## src/rtl/ultimate_attack.sv

```systemverilog
// Ultimate-attack source: charges a meter, fires an expanding square blast around the
// owner on a fresh button press, and reports each enemy touched at most once per blast.
module ultimate_attack #(
   parameter int CHARGE_TICKS = 600,
   parameter int BLAST_STEP   = 2,
   parameter int BLAST_MAX    = 40,
   parameter int HOLD_TICKS   = 3
) (
   input  logic       debouncingclock,
   input  logic       reset,
   input  logic       btnult,
   input  logic [1:0] currentcharacter,
   input  logic [9:0] xcharacter,
   input  logic [9:0] ycharacter,
   input  logic [9:0] xmage,
   input  logic [9:0] ymage,
   input  logic [9:0] xgunman,
   input  logic [9:0] ygunman,
   input  logic [9:0] xswordman,
   input  logic [9:0] yswordman,
   input  logic [9:0] xfistman,
   input  logic [9:0] yfistman,
   output logic [9:0] charge_count,
   output logic       ult_ready,
   output logic       ult_active,
   output logic [9:0] blast_x0,
   output logic [9:0] blast_y0,
   output logic [9:0] blast_x1,
   output logic [9:0] blast_y1,
   output logic [3:0] ult_collisions
);

   typedef enum logic [1:0] {
      S_CHARGING = 2'd0,
      S_READY    = 2'd1,
      S_BLAST    = 2'd2,
      S_RECOVER  = 2'd3
   } state_t;

   localparam logic [9:0]  CHARGE_MAX = 10'(CHARGE_TICKS);
   localparam logic [10:0] STEP       = 11'(BLAST_STEP);
   localparam logic [10:0] RAD_MAX    = 11'(BLAST_MAX);
   localparam logic [9:0]  HOLD_LAST  = 10'(HOLD_TICKS - 1);

   state_t      r_state;
   state_t      w_state_nxt;
   logic        r_prev_btn;
   logic [10:0] r_cx;
   logic [10:0] r_cy;
   logic [10:0] r_rad;
   logic [3:0]  r_hit_mask;
   logic [9:0]  r_hold;
   logic        w_press;
   logic [10:0] w_x0;
   logic [10:0] w_y0;
   logic [10:0] w_x1;
   logic [10:0] w_y1;
   logic [10:0] w_xsum;
   logic [10:0] w_ysum;
   logic [3:0]  w_hit;
   logic [10:0] w_xk [4];
   logic [10:0] w_yk [4];

   assign w_press = btnult & ~r_prev_btn;

   assign w_xk[0] = {1'b0, xmage};
   assign w_yk[0] = {1'b0, ymage};
   assign w_xk[1] = {1'b0, xgunman};
   assign w_yk[1] = {1'b0, ygunman};
   assign w_xk[2] = {1'b0, xswordman};
   assign w_yk[2] = {1'b0, yswordman};
   assign w_xk[3] = {1'b0, xfistman};
   assign w_yk[3] = {1'b0, yfistman};

   // Blast box clamped to the 320x240 screen; 11-bit math so nothing wraps.
   always_comb begin
      w_xsum = r_cx + r_rad;
      w_ysum = r_cy + r_rad;
      w_x0   = (r_cx > r_rad) ? (r_cx - r_rad) : 11'd0;
      w_y0   = (r_cy > r_rad) ? (r_cy - r_rad) : 11'd0;
      w_x1   = (w_xsum > 11'd319) ? 11'd319 : w_xsum;
      w_y1   = (w_ysum > 11'd239) ? 11'd239 : w_ysum;
   end

   // Overlap of the box with each 20x20 character, never the owner.
   always_comb begin
      w_hit = 4'd0;
      for (int k = 0; k < 4; k++) begin
         if ((w_x0 < w_xk[k] + 11'd20) && (w_x1 > w_xk[k]) &&
             (w_y0 < w_yk[k] + 11'd20) && (w_y1 > w_yk[k]) &&
             (2'(k) != currentcharacter)) begin
            w_hit[k] = 1'b1;
         end else begin
            w_hit[k] = 1'b0;
         end
      end
   end

   // Next-state logic.
   always_comb begin
      w_state_nxt = r_state;
      case (r_state)
         S_CHARGING: begin
            if (r_charge_next_full()) w_state_nxt = S_READY;
            else                      w_state_nxt = S_CHARGING;
         end
         S_READY: begin
            if (w_press) w_state_nxt = S_BLAST;
            else         w_state_nxt = S_READY;
         end
         S_BLAST: begin
            if (r_rad >= RAD_MAX) w_state_nxt = S_RECOVER;
            else                  w_state_nxt = S_BLAST;
         end
         S_RECOVER: begin
            if (r_hold == HOLD_LAST) w_state_nxt = S_CHARGING;
            else                     w_state_nxt = S_RECOVER;
         end
         default: w_state_nxt = S_CHARGING;
      endcase
   end

   function automatic logic r_charge_next_full();
      return (charge_count + 10'd1) == CHARGE_MAX;
   endfunction

   // State register.
   always_ff @(posedge debouncingclock) begin
      if (reset) r_state <= S_CHARGING;
      else       r_state <= w_state_nxt;
   end

   // Datapath: meter, blast geometry, sticky hit mask and exported box.
   always_ff @(posedge debouncingclock) begin
      if (reset) begin
         r_prev_btn     <= 1'b0;
         r_cx           <= 11'd0;
         r_cy           <= 11'd0;
         r_rad          <= 11'd0;
         r_hit_mask     <= 4'd0;
         r_hold         <= 10'd0;
         charge_count   <= 10'd0;
         ult_ready      <= 1'b0;
         ult_active     <= 1'b0;
         ult_collisions <= 4'd0;
         blast_x0       <= 10'd0;
         blast_y0       <= 10'd0;
         blast_x1       <= 10'd0;
         blast_y1       <= 10'd0;
      end else begin
         r_prev_btn <= btnult;
         ult_ready  <= (w_state_nxt == S_READY);
         ult_active <= (w_state_nxt == S_BLAST);
         case (r_state)
            S_CHARGING: begin
               if (charge_count < CHARGE_MAX) charge_count <= charge_count + 10'd1;
            end
            S_READY: begin
               if (w_press) begin
                  r_cx       <= {1'b0, xcharacter} + 11'd10;
                  r_cy       <= {1'b0, ycharacter} + 11'd10;
                  r_rad      <= STEP;
                  r_hit_mask <= 4'd0;
               end
            end
            S_BLAST: begin
               r_hit_mask     <= r_hit_mask | w_hit;
               ult_collisions <= r_hit_mask | w_hit;
               blast_x0       <= w_x0[9:0];
               blast_y0       <= w_y0[9:0];
               blast_x1       <= w_x1[9:0];
               blast_y1       <= w_y1[9:0];
               if (r_rad >= RAD_MAX) r_hold <= 10'd0;
               else                  r_rad  <= r_rad + STEP;
            end
            S_RECOVER: begin
               if (r_hold == HOLD_LAST) begin
                  ult_collisions <= 4'd0;
                  blast_x0       <= 10'd0;
                  blast_y0       <= 10'd0;
                  blast_x1       <= 10'd0;
                  blast_y1       <= 10'd0;
                  charge_count   <= 10'd0;
               end else begin
                  r_hold <= r_hold + 10'd1;
               end
            end
            default: begin
               charge_count <= 10'd0;
            end
         endcase
      end
   end

endmodule

```

## config.mk

```make
export PLATFORM = sky130hd
export DESIGN_NAME = ultimate_attack
export DESIGN_NICKNAME = d
export VERILOG_FILES = /design/src/rtl/ultimate_attack.sv
export SDC_FILE = /design/constraint.sdc
export NUM_CORES = 1
export LEC_CHECK = 0
export ABC_AREA = 1
export CORE_MARGIN = 8
export CORE_UTILIZATION = 45
export CTS_CLUSTER_SIZE = 8
export DETAILED_ROUTE_END_ITERATION = 6
export GPL_TIMING_DRIVEN = 1
export PLACE_DENSITY = 0.68
export SLEW_MARGIN = 20
export SYNTH_ARGS = -nofsm -noshare
export SYNTH_HDL_FRONTEND = slang
export SYNTH_SLANG_ARGS = --single-unit
export TNS_END_PERCENT = 50
```

## constraint.sdc

```tcl
create_clock -name debouncingclock -period 6.8 [get_ports debouncingclock]
set_input_delay 1.36 -clock debouncingclock [delete_from_list [all_inputs] [get_ports debouncingclock]]
set_output_delay 1.36 -clock debouncingclock [all_outputs]
set_load 0.02 [all_outputs]
```

==> impl_metrics.tcl <==
set metrics [dict create \
    r2r_cells 25 \
    dieArea_mm2 0.03042 \
    holdBufCountCts 0 \
    critPathBufInv 3 \
    placementRows 58 \
    die_h_um 174.4 \
    p_int_mw 1.126 \
    ys_warn_count 0 \
    comb_power_share_pct 18.7 \
    crit_family "simple AND/OR/NAND/NOR gates" \
    final_nets 2167 \
    design_area_mm2 0.01355 \
    drc 0 \
    routed_via_density 5.163 \
    skew_ns 0.01071 \
    synthFlopType "dfxtp_1" \
    cts-root-buf "clkbuf_16" \
    die_w_um 174.4 \
    hold-worst-slack_ns 0.4539 \
    synth_area_mm2 0.01129 \
    cts_setup_buffers 0 \
    path_class "reg2reg" \
    drt_wl_total_um 34780 \
    grt_pass1_vias 10527 \
    max-slew-margin-rel_pct 40.03 \
    cp_common_cell "nand2_1" \
    grt_overflow_total 0 \
    synth_edf_count 0 \
    synthDistinctLibCells 50 \
    worstMarginPinSlew_ns 0.8974 \
    required_ns 7.10 \
    n_antenna_cell 0 \
    clkPwrFrac_pct 40.5 \
    cts.clk_slew.worst_paths_ns 0.07 \
    r2r_start "r_rad[1]" \
    cts_buffers 9 \
    coreArea_mm2 0.02489 \
    power_switching_uw 388.9 \
    wl_per_cell_um 15.95 \
    cpMaxStageDelayCell "nor2_1" \
    antenna_found_initial 0 \
    drive_gt1_share_pct 3.836 \
    dr_total_vias 11260 \
    min_period_over_period_pct 59.93 \
    grt_max_degree 57 \
    worst_setup_path_start_kind "flop" \
    sw_frac_of_total_pct 25.68 \
    drt_iter0_markers 683 \
    p_total_mw 1.515 \
    clock_latency_ns 0.35 \
    path_depth 25 \
    setup.worst_path.end_class "flop" \
    r2r_slack_ns 2.73 \
    placed_cells 2166 \
    crit_end "ult_collisions[1]" \
    rsz0062_at_grt "false" \
    final_cells 2181 \
    netlist_instances 1692 \
    areaGrowthSynthToFinish_pct 20.01 \
    cts_tree "yes" \
    hold_depth 2 \
    async_reset_ff_share_pct 0 \
    start_util_pct 45.37 \
    min_period_ns 4.075 \
    dpl.hpwl_um 28010 \
    ys_seq_area_share_pct 18.61 \
    place_area_mm2 0.01320 \
    slew_viol_final 0 \
    seqPwrFrac_pct 40.8 \
    max_freq_mhz 245.4 \
    rr_endpoint "ult_collisions[1]" \
    critPathMaxFanout 6 \
    ys_ff_latch 105 \
    crit_arrival_ns 4.37 \
    gp_congestion 0.9348 \
    cts.sinks 105 \
    cts_resized 0 \
    startpoint "r_rad[1]" \
    port_buffers 160 \
    ir_drop_uv 116.6 \
    max_stage_delay_ns 0.53 \
    cts_max_path_buffers 2 \
    p_leak_nw 7.104 \
    hold_class "reg2reg" \
    dr.pass1.iters 7 \
    syn_area_per_cell_um2 6.675 \
    cap_violations 0 \
    hold_viol_final 0 \
    grt_pass1_wl_um 54540 \
    drtAntennaViolNets 0 \
    io_pins 161 \
    outcome "finished clean" \
    htree_levels 3 \
    fin_setup_tns_ns 0 \
    power.density_mw_per_mm2 111.8 \
    grt_usage_pct 22.12 \
    finalSetupViolCount 0 \
]
## synthesized netlist by cell type (3+ instances only)
master | instances | area [µm²]
nand4_1 | 33 | 206.5
buf_2 | 11 | 55.05
o21bai_1 | 3 | 22.52
inv_1 | 236 | 885.9
a22o_1 | 3 | 26.28
o21ai_0 | 80 | 400.4
nand2_2 | 11 | 68.82
a21oi_2 | 3 | 26.28
clkbuf_1 | 10 | 37.54
buf_4 | 7 | 52.55
nand3b_1 | 4 | 30.03
inv_2 | 10 | 37.54
a211oi_1 | 3 | 22.52
ha_1 | 213 | 2665
nand3_2 | 6 | 60.06
nor2_2 | 7 | 43.79
o21ai_1 | 3 | 15.01
nor3_1 | 36 | 180.2
a21oi_1 | 138 | 690.7
a21o_1 | 9 | 67.56
clkinv_1 | 3 | 11.26
or2_2 | 3 | 18.77
o31ai_1 | 4 | 30.03
dfxtp_1 | 105 | 2102
nand3_1 | 84 | 420.4
nor2_1 | 133 | 499.2
xor2_1 | 76 | 665.6
o21a_1 | 4 | 30.03
nand2_1 | 419 | 1573
o21ai_2 | 3 | 26.28
## cell families after synthesis
logic type | Yosys count | share of synthesized area, %
AND/OR/NAND/NOR | 748 | 28.68
other | 2 | 0.06650
XOR/XNOR | 79 | 6.193
flip-flops | 105 | 18.61
adder cells (fa/ha/maj) | 215 | 23.95
buffers and inverters | 281 | 9.838
AO/OA/AOI/OAI | 262 | 12.65
## cell type report
cell class,instances,area [µm²]
clock buffers,11,252.7
clock inverters,4,98.84
fillers,2470,11340
inverters,249,934.6
multi-input cells,1318,8125
flip-flops and latches,105,2102
well taps,330,412.9
repair buffers,164,1627
## placed cells by master (no fill, tap or decap), types with 3 or more instances in the layout
cell and instances:
nor2_1 133, ha_1 213, a21oi_2 3, nand2_2 11
inv_1 236, a211oi_1 3, nand2_1 419, nor3_1 36
clkinv_1 3, buf_4 4, xor2_1 76, a21oi_1 138
nand3b_1 4, a22o_1 3, clkbuf_16 9, nor2_2 7
nand3_1 84, o21ai_0 80, o31ai_1 4, or2_2 3
o21ai_2 3, clkdlybuf4s50_1 159, a21o_1 9, o21bai_1 3
o21a_1 4, conb_1 14, bufinv_16 3, nand3_2 6
o21ai_1 3, inv_2 10, nand4_1 33, dfxtp_1 105
## registers in the layout, indices dropped and copies added (netlist names), 4 cells and up
signal and cells:
blast_x0 10, blast_x1 10, blast_y0 10, blast_y1 10, charge_count 10, r_cx 11
r_cy 11, r_hit_mask 4, r_hold 10, r_rad 10, ult_collisions 4
## metrics by stage
stage               utilization [%]  setup slack, ns
finish                        54.45            2.725
global route                  54.45            2.437
CTS                           54.45            2.786
detailed placement            53.04            2.657
global placement              53.04            2.755
floorplan                         -            3.605
## power groups by stage
stage               Sequential, mW  Clock (mW)  Combinational [mW]
floorplan                    0.634           0               0.157
global placement             0.632           0               0.275
detailed placement           0.632           0               0.279
CTS                          0.618       0.619               0.282
global route                 0.618       0.642               0.320
finish                       0.618       0.613               0.284
## layer usage
layer / up-vias / global-route usage (%) / routed length (µm)
li1: 5835 / - / -
met1: 5075 / 28.86 / 16200
met2: 299 / 36.87 / 16010
met3: 51 / 3.059 / 1649
met4: 0 / 7.232 / 920
met5: - / 0 / 0
## worst min path at each step
stage                          endpoint     startpoint  slack [ns]
after floorplan           r_hit_mask[0]  r_hit_mask[0]        0.43
after global placement      blast_x1[9]    blast_x1[9]        0.43
after detailed placement  r_hit_mask[3]  r_hit_mask[3]        0.44
after CTS                 r_hit_mask[1]  r_hit_mask[1]        0.46
after global routing        blast_y1[8]    blast_y1[8]        0.47
final                       blast_y1[8]    blast_y1[8]        0.45
## worst reg2reg max path: stages (launching register included)
cell     delay, ns
dfxtp_1       0.46
inv_1         0.21
fa_1          0.48
nand2_1       0.09
inv_1         0.06
o21ai_0       0.15
nand2_1       0.12
nand2_1       0.09
nand3_1       0.08
nand2_1       0.09
nand2_1       0.05
a21oi_1       0.15
xor2_1        0.12
nor2_1        0.53
ha_1          0.36
nand2_1       0.07
inv_1         0.04
o21ai_0       0.15
nand3_1       0.13
nor2_1        0.10
nand3_1       0.07
nor3_1        0.16
nand3_1       0.10
nand2_1       0.06
nand2_1       0.06
nand2_1       0.07
Note: power is estimated with default switching activity, not from simulation.
